$ cat config.mk
export PLATFORM = sky130hd
export DESIGN_NAME = ro_stream_fifo
export DESIGN_NICKNAME = d
export VERILOG_FILES = /design/src/rtl/ro_stream_fifo.sv
export SDC_FILE = /design/constraint.sdc
export NUM_CORES = 1
export LEC_CHECK = 0
export ABC_AREA = 1
export CAP_MARGIN = 20
export CORE_MARGIN = 2
export CORE_UTILIZATION = 48
export DETAILED_ROUTE_END_ITERATION = 10
export GPL_TIMING_DRIVEN = 1
export PLACE_DENSITY = 0.68
export SETUP_SLACK_MARGIN = 0.15
export SLEW_MARGIN = 30
export SYNTH_ARGS = -nofsm -noshare
export SYNTH_HDL_FRONTEND = slang
export SYNTH_SLANG_ARGS = --single-unit
$ cat constraint.sdc
create_clock -name clk -period 3.8 [get_ports clk]
set_clock_uncertainty 0.2 [all_clocks]
set_input_delay 1.14 -clock clk [delete_from_list [all_inputs] [get_ports clk]]
set_output_delay 1.14 -clock clk [all_outputs]
set_load 0.01 [all_outputs]
$ cat src/rtl/ro_stream_fifo.sv
// ro_stream_fifo
//   Watches the Ro output register of the fibonacci datapath. Each new value
//   is queued in a small FIFO, and a slower consumer drains the FIFO through
//   a valid/ready handshake.
//
// Ports
//   clk        system clock, rising-edge active
//   rst        synchronous active-high reset, overrides every other input
//   Ro_in      Ro value from the datapath (bits wide)
//   en         capture enable; when 0, Ro_in is ignored
//   out_data   head-of-FIFO value (show-ahead), 0 when empty
//   out_valid  FIFO non-empty
//   out_ready  consumer accepts out_data this cycle
//   count      entries currently held
//   full       count == DEPTH
//   overflow   sticky: a detected value was dropped because the FIFO was full
module ro_stream_fifo #(
  parameter int unsigned bits  = 8,
  parameter int unsigned DEPTH = 8
) (
  input  logic                       clk,
  input  logic                       rst,
  input  logic [bits-1:0]            Ro_in,
  input  logic                       en,
  output logic [bits-1:0]            out_data,
  output logic                       out_valid,
  input  logic                       out_ready,
  output logic [$clog2(DEPTH+1)-1:0] count,
  output logic                       full,
  output logic                       overflow
);

  localparam int unsigned PW = $clog2(DEPTH);
  localparam int unsigned CW = $clog2(DEPTH+1);

  logic [bits-1:0] mem_q [DEPTH];

  logic [bits-1:0] last_ro_q, last_ro_d;
  logic            first_q,   first_d;
  logic [PW-1:0]   wr_ptr_q,  wr_ptr_d;
  logic [PW-1:0]   rd_ptr_q,  rd_ptr_d;
  logic [CW-1:0]   count_q,   count_d;
  logic            ovf_q,     ovf_d;

  logic push_req;
  logic push;
  logic pop;
  logic full_w;
  logic valid_w;

  assign full_w  = (count_q == CW'(DEPTH));
  assign valid_w = (count_q != '0);

  // Change detector, handshake and acceptance decisions.
  always_comb begin
    push_req = en && (first_q || (Ro_in != last_ro_q));
    pop      = valid_w && out_ready;
    // A push into a full FIFO still fits when the head leaves this cycle.
    push     = push_req && (!full_w || pop);
  end

  always_comb begin
    last_ro_d = last_ro_q;
    first_d   = first_q;
    wr_ptr_d  = wr_ptr_q;
    rd_ptr_d  = rd_ptr_q;
    count_d   = count_q;
    ovf_d     = ovf_q;

    // The sample is consumed whether or not the push is accepted, so a
    // dropped value is never retried.
    if (en) begin
      last_ro_d = Ro_in;
      first_d   = 1'b0;
    end

    if (push) wr_ptr_d = wr_ptr_q + PW'(1);
    if (pop)  rd_ptr_d = rd_ptr_q + PW'(1);

    unique case ({push, pop})
      2'b10:   count_d = count_q + CW'(1);
      2'b01:   count_d = count_q - CW'(1);
      default: count_d = count_q;
    endcase

    if (push_req && !push) ovf_d = 1'b1;
  end

  always_ff @(posedge clk) begin
    if (rst) begin
      last_ro_q <= '0;
      first_q   <= 1'b1;
      wr_ptr_q  <= '0;
      rd_ptr_q  <= '0;
      count_q   <= '0;
      ovf_q     <= 1'b0;
    end else begin
      last_ro_q <= last_ro_d;
      first_q   <= first_d;
      wr_ptr_q  <= wr_ptr_d;
      rd_ptr_q  <= rd_ptr_d;
      count_q   <= count_d;
      ovf_q     <= ovf_d;
    end
  end

  // Storage needs no reset: stale entries are never visible because
  // out_data is masked while count is zero.
  always_ff @(posedge clk) begin
    if (!rst && push) mem_q[wr_ptr_q] <= Ro_in;
  end

  always_comb begin
    out_data  = valid_w ? mem_q[rd_ptr_q] : '0;
    out_valid = valid_w;
    count     = count_q;
    full      = full_w;
    overflow  = ovf_q;
  end

endmodule

==> flow_summary.json, run 1 <==
{
  "die_x_um": 91.3,
  "ctsLongestPathBuffers": 2,
  "synth-edff-count": 64,
  "finalWorstSetupSlack_ns": 0.323,
  "grt_overflow": 0,
  "cp.arrival_ns": 3.57,
  "synthTopCellsByCount": "edfxtp_1 (64), nor2_1 (63), o21ai_0 (56)",
  "power_leakage_nw": 1.64,
  "critical_path.slowest_cell": "clkdlybuf4s50_1",
  "h-tree-depth": 3,
  "drtIter0Drc": 150,
  "p_int_mw": 1.71,
  "nFillCells": 595,
  "finalSetupTns_ns": 0,
  "layout-drive-gt1-share_pct": 13.8,
  "firstDrtPassIters": 4,
  "core_mm2": 0.00733,
  "cp_cell_sequence": "clkdlybuf4s50_1 > inv_1 > nand2_1 > nand4_1 > nor2_1 > nand2_2 > nand2_4 > nand2_4 > inv_1 > ha_1 > nand2_1 > nand2_1 > a31oi_1 > inv_1 > nand3_1 > nand3_1 > nand2_1 > inv_1 > nor2_1",
  "wl_mm": 7.60,
  "cp_max_fo": 10,
  "num_rows": 31,
  "synth_cell_types": 29,
  "synth_top_area_share_pct": 52.5,
  "total_power_mw": 2.45,
  "grt_pass1_vias": 2543,
  "holdCritPathClass": "register to register",
  "die_h_um": 91.3,
  "p_per_area_mw_per_mm2": 557,
  "die_area_mm2": 0.00833,
  "power.switching_mw": 0.733,
  "path_delay_family": "simple AND/OR/NAND/NOR gates",
  "cts_tree": "done",
  "grt_max_degree": 33,
  "initial_utilization_pct": 49.9,
  "slew_headroom_pct": 61.9,
  "cts_setup_buffers": 0,
  "track_usage_pct": 19.3,
  "timing_hold_violations_final": 0,
  "placement.io_buffers": 26,
  "synth.area.top_cells": "edfxtp_1 (53%), dfxtp_1 (13%), o21ai_0 (7.7%), nor2_1 (6.5%), nand2_1 (3.1%)",
  "crit_path_max_incr_delay_ns": 0.66,
  "status": "complete, no violations",
  "cts_inserted_buffers": 9,
  "fin_util_pct": 59.9,
  "cp-start-kind": "input port",
  "n_antenna_cell": 0,
  "dp.final_hpwl_mm": 4.93,
  "worstMarginPinSlew_ns": 0.571,
  "async_flop_share_pct": 0,
  "clock-sinks": 87,
  "clk_latency_ns": 0.35,
  "rsz0062_at_grt": "false",
  "grt_pass1_wl_mm": 12.4,
  "crit_type": "input port to register",
  "io_pins": 27,
  "antenna_found_initial": 0,
  "clock.fmax_mhz": 288,
  "synthFlopType": "edfxtp_1",
  "p_clk_share_pct": 28.1,
  "stdcell_count": 497,
  "routedWlPerCell_um": 15.3,
  "vias": 2574,
  "seqPwrFrac_pct": 45.5,
  "syn-num-nets": 364,
  "combPwrFrac_pct": 26.5,
  "ir_worst_vdd_v": 0.000355,
  "end_kind": "register",
  "crit_buf_inv": 5,
  "syn2layout_area_growth_pct": 20.2,
  "synth_area_mm2": 0.00366,
  "synthMostInstantiatedCell": "edfxtp_1",
  "cts.clk_slew.worst_paths_ns": 0.08,
  "post-route-period-util_pct": 91.5,
  "postRouteAntennaNets": 0,
  "root_buffer": "clkbuf_8",
  "synth_largest_area_cell": "edfxtp_1",
  "drc": 0,
  "place_inst": 480,
  "synthCells": 347,
  "yosys_warnings": 0,
  "drv_slew": 0,
  "netSwitchingFraction_pct": 29.9,
  "ys_ff_latch": 87,
  "drv_cap": 0,
  "yosysSeqAreaShare_pct": 65.1,
  "required_ns": 3.90,
  "post-place-ws_ns": -0.0240,
  "routed_via_density": 5.18,
  "place_congestion": 0.785,
  "setup_viol": 0,
  "fin_nets": 410,
  "syn_area_per_cell_um2": 10.5,
  "fin_crit_ns": 3.48
}
[per-stage QoR]
| step | instance area, um^2 | hold slack (ns) |
|---|---|---|
| finish | 4390 | 0.251 |
| global route | 4390 | 0.284 |
| CTS | 4360 | 0.256 |
| detailed placement | 4150 | 0.239 |
| global placement | 4150 | 0.239 |
| floorplan | 3660 | 0.220 |
[logic make-up after synthesis]
family / synth area share [%]
simple gates: 14.1
flops: 65.1
buf+inv: 4.82
compound gates: 13.3
xor+xnor: 0.719
fa+ha+maj: 1.92
[state kept, by name, summed over array words and instances (netlist names), named ones only]
register / count
overflow: 1
last_ro_q: 8
count: 4
mem_q: 64
wr_ptr_q: 3
first_q: 1
rd_ptr_q: 3
[power by group through the flow]
stage / registers, mW / clock network [mW] / logic, mW
2_1_floorplan: 1.12 / 0 / 0.365
3_3_place_gp: 1.13 / 0 / 0.623
3_5_place_dp: 1.13 / 0 / 0.637
4_1_cts: 1.11 / 0.700 / 0.641
5_1_grt: 1.12 / 0.730 / 0.723
6_report: 1.11 / 0.687 / 0.648
[cell type report]
cell class	instances	area (um^2)	share of cell area (%)
clock inverter	6	85.1	1.94
inverter	33	128	2.90
multi-input combinational	214	1100	25.0
timing repair inverter	1	7.51	0.171
timing repair buffer	47	437	9.94
sequential	87	2390	54.3
clock buffer	10	128	2.90
tap	99	124	2.82
[per-layer routing]
layer  vias to the layer above  track usage [%]  wire, um
met5                         -                0         0
li1                       1289                -         -
met1                      1218             25.4      3620
met4                         0             8.96       120
met3                        12             2.82       272
met2                        55             31.7      3590
[path summary, 6_finish.rpt]
path	start	to	slack (ns)	cells past startpoint
setup / recovery	Ro_in[3]	count[3]	0.32	19
hold / removal	first_q	first_q	0.25	2
setup reg to reg	count[0]	count[3]	1.16	16
hold reg to reg	first_q	first_q	0.25	2
[cells in the final DEF, fill, tap and decap left out, drive strengths merged, types with 4 or more instances in the layout]
master and count:
nor2 66, edfxtp 64, o21ai 56, nand2 36
inv 32, clkdlybuf4s50 25, dfxtp 23, buf 21
a21oi 16, clkbuf 10, a31oi 9, o22ai 8
nand3 6, nor3 4, ha 4
[timing repair]
action | 4_1_cts | 5_1_grt
gates resized for setup | 1 | 9
setup endpoints to repair | 2 | 8
cloned | 0 | 1
hold buffers | 0 | 0
[worst min-delay path, stage by stage (launching register included)]
cell and delay, ns:
dfxtp_1 0.31, nand2_1 0.06, nand2_1 0.04
(Power assumes the default switching activity.)
==> run 2, diff against run 1 <==
ABC_AREA = default   (was 1)
==> run 2 against run 1 <==
Against the previous run: wire length is 11% lower; via count shrank 18%; register-to-register slack got worse by 0.33 ns; largest power group unchanged.
==> flow_summary.json, run 2 <==
{
  "grt_max_degree": 31,
  "holdWs_ns": 0.266,
  "yosys_warnings": 0,
  "grt_pass1_vias": 2138,
  "largest_register": "mem_q",
  "r2r_slack_ns": 0.83,
  "io_pins": 27,
  "syn2layout_area_growth_pct": 24.1,
  "total_power_mw": 2.64,
  "syn_area_per_cell_um2": 15.5,
  "crit_type": "input port to register",
  "vias": 2099,
  "drv_cap": 0,
  "p_per_area_mw_per_mm2": 586,
  "post-route-period-util_pct": 93.7,
  "place_congestion": 0.873,
  "holdCritPathClass": "register to register",
  "hold_end": "first_q",
  "ctsLongestPathBuffers": 2,
  "clock-sinks": 87,
  "initial_utilization_pct": 49.8,
  "clock.fmax_mhz": 281,
  "synthTopCellsByCount": "edfxtp_1 (64), nor2_1 (30), dfxtp_1 (23)",
  "rsz0062_at_grt": "false",
  "status": "complete, no violations",
  "placement.io_buffers": 26,
  "top_usage_layer": "met2",
  "dp.final_hpwl_mm": 4.69,
  "r2r_start": "last_ro_q[6]",
  "holdPathStages": 1,
  "yosysSeqAreaShare_pct": 65.5,
  "drv_slew": 0,
  "synth_area_mm2": 0.00363,
  "ctsHoldBuffers": 0,
  "antenna_found_initial": 0,
  "cp_cell_sequence": "dlygate4sd2_1 > xor2_1 > or4_4 > o31ai_4 > nand2_2 > inv_2 > ha_1 > a21o_1 > a21o_1 > o211a_1 > or4_1",
  "cp.arrival_ns": 3.59,
  "grt_pass1_wl_mm": 11.1,
  "synthFlopType": "edfxtp_1",
  "setup_viol": 0,
  "die_h_um": 91.0,
  "wl_mm": 6.80,
  "end_kind": "register",
  "ys_ff_latch": 87,
  "cp-start-kind": "input port",
  "timing_hold_violations_final": 0,
  "track_usage_pct": 18.2,
  "synthMostInstantiatedCell": "edfxtp_1",
  "grtUsageMet2_pct": 29.9,
  "firstDrtPassIters": 4,
  "drtIter0Drc": 111,
  "ir_worst_vdd_v": 0.000258,
  "cp_max_fo": 4,
  "worstRegToRegCells": 10,
  "root_buffer": "clkbuf_8",
  "routed_via_density": 5.18,
  "cts.clk_slew.worst_paths_ns": 0.08,
  "r2r-end": "count[3]",
  "final_common_cell": "edfxtp_1",
  "worstMarginPinSlew_ns": 0.919,
  "layout-drive-gt1-share_pct": 30.1,
  "min_from": "first_q",
  "power_leakage_nw": 1.64,
  "largest_reg_flops": 64,
  "fin_nets": 318,
  "synth_largest_area_cell": "edfxtp_1",
  "grtUsageMet3_pct": 3.32,
  "cts_tree": "done",
  "async_flop_share_pct": 0,
  "num_rows": 31,
  "synth-edff-count": 64,
  "routedWlPerCell_um": 16.8,
  "required_ns": 3.83,
  "die_area_mm2": 0.00828,
  "crit_path_max_incr_delay_ns": 0.49,
  "grt_overflow": 0,
  "synth_top_area_share_pct": 52.9,
  "synth.area.top_cells": "edfxtp_1 (53%), dfxtp_1 (13%), mux4_2 (9.9%), mux2i_1 (4.4%), nor2_1 (3.1%)",
  "cts_inserted_buffers": 9,
  "clk_latency_ns": 0.35,
  "synth_cell_types": 37,
  "drc": 0,
  "core_mm2": 0.00729,
  "crit_top_cell": "a21o_1",
  "h-tree-depth": 3,
  "slew_headroom_pct": 38.5,
  "layout_common_cells": "edfxtp_1 (64), buf_4 (39), nor2_1 (30), dfxtp_1 (23), clkdlybuf4s50_1 (23)",
  "fin_crit_ns": 3.56,
  "nFillCells": 592,
  "postRouteAntennaNets": 0,
  "stdcell_count": 405,
  "n_antenna_cell": 0,
  "place_inst": 385,
  "met1_usage_pct": 23.7,
  "syn-num-nets": 251,
  "die_x_um": 91.0,
  "critical_path.slowest_cell": "or4_1",
  "synthCells": 234,
  "fin_util_pct": 61.8
}
[run 2: changes by cell type in the layout (fill, tap and decap cells not counted), sizes merged, moves of 19 or more]
cell | previous run | this run
nor2 | 66 | 30
nand2 | 36 | 9
buf | 21 | 40
o21ai | 56 | 1
inv | 32 | 8
[run 2: what timing repair did]
action | 4_1_cts | 5_1_grt
setup buffers | 3 | 1
pin swaps | 4 | 6
gates resized for setup | 4 | 10
setup endpoints to repair | 1 | 7
[run 2: layer usage]
metal / vias up / share of wire [%]
li1: 1011 / -
met1: 1038 / 45
met2: 39 / 49
met3: 11 / 3.5
met4: 0 / 1.9
met5: - / 0
[run 2: metrics by stage]
step	worst slack, ns	TNS, ns	instance area, um^2
2_1_floorplan	0.0640	0	3640
3_3_place_gp	-0.380	-1.16	4270
3_5_place_dp	-0.455	-1.46	4270
4_1_cts	0.167	0	4490
5_1_grt	0.136	0	4510
6_report	0.240	0	4510
[run 2: worst max-delay path: cells and delay by family]
family	cells	cell delay [ns]
AOI/OAI and AO/OA	4	0.76
xor gates and xnor gates	1	0.14
adders and majority gates	1	0.23
buffers and inverters	2	0.31
and+or+nand+nor	3	1.02
[run 2: final cells by class]
| class | count | area (um^2) | share of cell area, % |
|---|---|---|---|
| Inverter | 7 | 26.3 | 0.583 |
| Sequential cell | 87 | 2380 | 52.8 |
| Clock buffer | 9 | 124 | 2.75 |
| Clock inverter | 7 | 71.3 | 1.58 |
| Timing Repair Buffer | 66 | 557 | 12.3 |
| Tap cell | 99 | 124 | 2.75 |
| Multi-Input combinational cell | 130 | 1220 | 27.2 |
[run 2: cell families (layout without fill, tap and decap cells)]
group	Yosys count	in the layout	share of synthesized area, %
compound gates	14	14	3.20
xor+xnor	12	12	2.89
buf+inv	17	89	1.82
simple gates	63	63	8.64
mux	36	36	16.0
flops	87	87	65.5
fa+ha+maj	5	5	1.93
[run 2: how the worst max path moves through the flow]
stage / startpoint / to / slack, ns / cells after the start
floorplan: Ro_in[6] / count[3] / 0.06 / 11
global placement: Ro_in[6] / count[3] / -0.38 / 12
detailed placement: Ro_in[6] / count[3] / -0.45 / 12
CTS: register / out_data[3] / 0.17 / 5
global route: Ro_in[1] / count[3] / 0.14 / 11
finish: Ro_in[3] / count[3] / 0.24 / 11
[run 2: power by group]
part	switching, mW	total (mW)	internal, mW	leakage (nW)
Clock	0.317	0.620	0.303	0.0933
Sequential	0.0611	1.14	1.08	0.767
Combinational	0.384	0.882	0.499	0.784
==> run 3, diff against run 2 <==
CORE_UTILIZATION = 40   (was 48)
PLACE_DENSITY = 0.59   (was 0.68)
SLEW_MARGIN = default   (was 30)
==> run 3 against run 2 <==
Against the previous run: cell area is 0.28% higher; global-route usage is 2.1 points lower; sequential power hardly changed; final cell count is 2.2% higher; worst setup slack worse by 0.013 ns; critical endpoint unchanged.
==> flow_summary.json, run 3 (synthesis results as in run 2) <==
{
  "status": "complete, no violations",
  "cts_tree": "done",
  "cp_cell_sequence": "clkbuf_2 > xor2_1 > or4_4 > o31ai_4 > nand2_2 > inv_2 > ha_1 > a21o_1 > a21o_1 > o211a_1 > or4_1",
  "clock-sinks": 87,
  "fin_nets": 318,
  "vias": 2106,
  "power_leakage_nw": 1.66,
  "io_pins": 27,
  "drtIter0Drc": 95,
  "rsz0062_at_grt": "true",
  "initial_utilization_pct": 41.5,
  "syn2layout_area_growth_pct": 24.4,
  "routed_via_density": 5.09,
  "cp.arrival_ns": 3.60,
  "setup_viol": 0,
  "grt_max_degree": 17,
  "cts.clk_slew.worst_paths_ns": 0.08,
  "clock.fmax_mhz": 280,
  "r2r-end": "count[3]",
  "r2r_start": "last_ro_q[6]",
  "stdcell_count": 414,
  "die_x_um": 99.3,
  "timing_hold_violations_final": 0,
  "holdCritPathClass": "register to register",
  "crit_path_max_incr_delay_ns": 0.57,
  "holdPathStages": 1,
  "routedWlPerCell_um": 17.5,
  "r2r_slack_ns": 0.78,
  "end_kind": "register",
  "place_congestion": 0.816,
  "min_from": "first_q",
  "crit_top_cell": "a21o_1",
  "clk_latency_ns": 0.35,
  "wl_mm": 7.25,
  "grt_overflow": 0,
  "firstDrtPassIters": 4,
  "die_h_um": 99.3,
  "slew_headroom_pct": 60.3,
  "hold_end": "first_q",
  "crit_type": "input port to register",
  "fin_util_pct": 51.6,
  "drv_cap": 0,
  "finalWorstSetupSlack_ns": 0.226,
  "final_common_cell": "edfxtp_1",
  "post-route-period-util_pct": 94.0,
  "place_inst": 394,
  "placement.io_buffers": 26,
  "grt_pass1_wl_mm": 11.7,
  "core_mm2": 0.00876,
  "n_antenna_cell": 0,
  "layout-drive-gt1-share_pct": 29.7,
  "layout_common_cells": "edfxtp_1 (64), buf_4 (39), nor2_1 (30), dfxtp_1 (23), clkdlybuf4s50_1 (21)",
  "p_per_area_mw_per_mm2": 586,
  "die_area_mm2": 0.00987,
  "num_rows": 34,
  "design_area_mm2": 0.00452,
  "ir_worst_vdd_v": 0.000268,
  "total_power_mw": 2.65,
  "worstMarginPinSlew_ns": 0.595,
  "cp_max_fo": 4,
  "largest_reg_flops": 64,
  "drc": 0,
  "antenna_found_initial": 0,
  "grt_pass1_vias": 2175,
  "root_buffer": "clkbuf_8",
  "track_usage_pct": 16.0,
  "ctsLongestPathBuffers": 2,
  "drv_slew": 0,
  "postPlaceCellArea_mm2": 0.00429,
  "cp-start-kind": "input port",
  "h-tree-depth": 3,
  "crit_buf_inv": 2,
  "post-place-ws_ns": -0.453,
  "required_ns": 3.83,
  "path_delay_family": "simple AND/OR/NAND/NOR gates",
  "critical_path.slowest_cell": "or4_4",
  "largest_register": "mem_q",
  "fin_crit_ns": 3.57,
  "worstRegToRegCells": 10,
  "cts_inserted_buffers": 9,
  "dp.final_hpwl_mm": 4.93,
  "postRouteAntennaNets": 0
}
## run 3: how the worst max path moves through the flow
stage	cells after the start	slack, ns	end	start
after global routing	11	0.13	count[3]	Ro_in[3]
after global placement	12	-0.38	count[3]	Ro_in[6]
after floorplan	11	0.06	count[3]	Ro_in[6]
final	11	0.23	count[3]	Ro_in[6]
after CTS	12	0.19	count[3]	Ro_in[5]
after detailed placement	12	-0.45	count[3]	Ro_in[6]
## run 3: layer usage
metal | wire (um) | up-vias | part of all wire, % | GRT usage (%)
met1 | 3490 | 1038 | 48 | 22.5
li1 | - | 1016 | - | -
met3 | 273 | 8 | 3.8 | 4.08
met5 | 0 | - | 0 | 0
met4 | 101 | 0 | 1.4 | 5.58
met2 | 3380 | 44 | 47 | 24.5
## run 3: area by class of cell
type / count / area [um^2]
Sequential cell: 87 / 2380
Inverter: 7 / 26.3
Tap cell: 108 / 135
Multi-Input combinational cell: 130 / 1230
Fill cell: 749 / 4240
Clock inverter: 4 / 48.8
Timing Repair Buffer: 66 / 559
Clock buffer: 12 / 135
## run 3: what timing repair did
| action | CTS | global route |
|---|---|---|
| pin swaps | 3 | 5 |
| setup endpoints to repair | 2 | 3 |
| gates cloned | 0 | 0 |
| buffers inserted | 2 | 2 |
| gates resized for setup | 6 | 10 |
| hold buffers | 0 | 0 |
## run 3: worst register-to-register path, stage by stage, from the launching register on
cell and delay (ns):
dfxtp_1 0.32, xor2_1 0.16, or4_4 0.57, o31ai_4 0.29
nand2_2 0.08, inv_2 0.06, ha_1 0.23, a21o_1 0.16
a21o_1 0.21, o211a_1 0.13, or4_1 0.49
## run 3: power breakdown
part | internal, mW | switching (mW) | total, mW | leakage [nW]
Sequential | 1.08 | 0.0628 | 1.14 | 0.767
Combinational | 0.503 | 0.398 | 0.901 | 0.794
Clock | 0.304 | 0.307 | 0.611 | 0.0943
Total | 1.88 | 0.768 | 2.65 | 1.66
## run 3: through the flow
step / hold slack [ns] / TNS, ns
floorplan: 0.228 / 0
global placement: 0.238 / -0.566
detailed placement: 0.250 / -0.672
CTS: 0.268 / 0
global route: 0.284 / 0
finish: 0.266 / 0
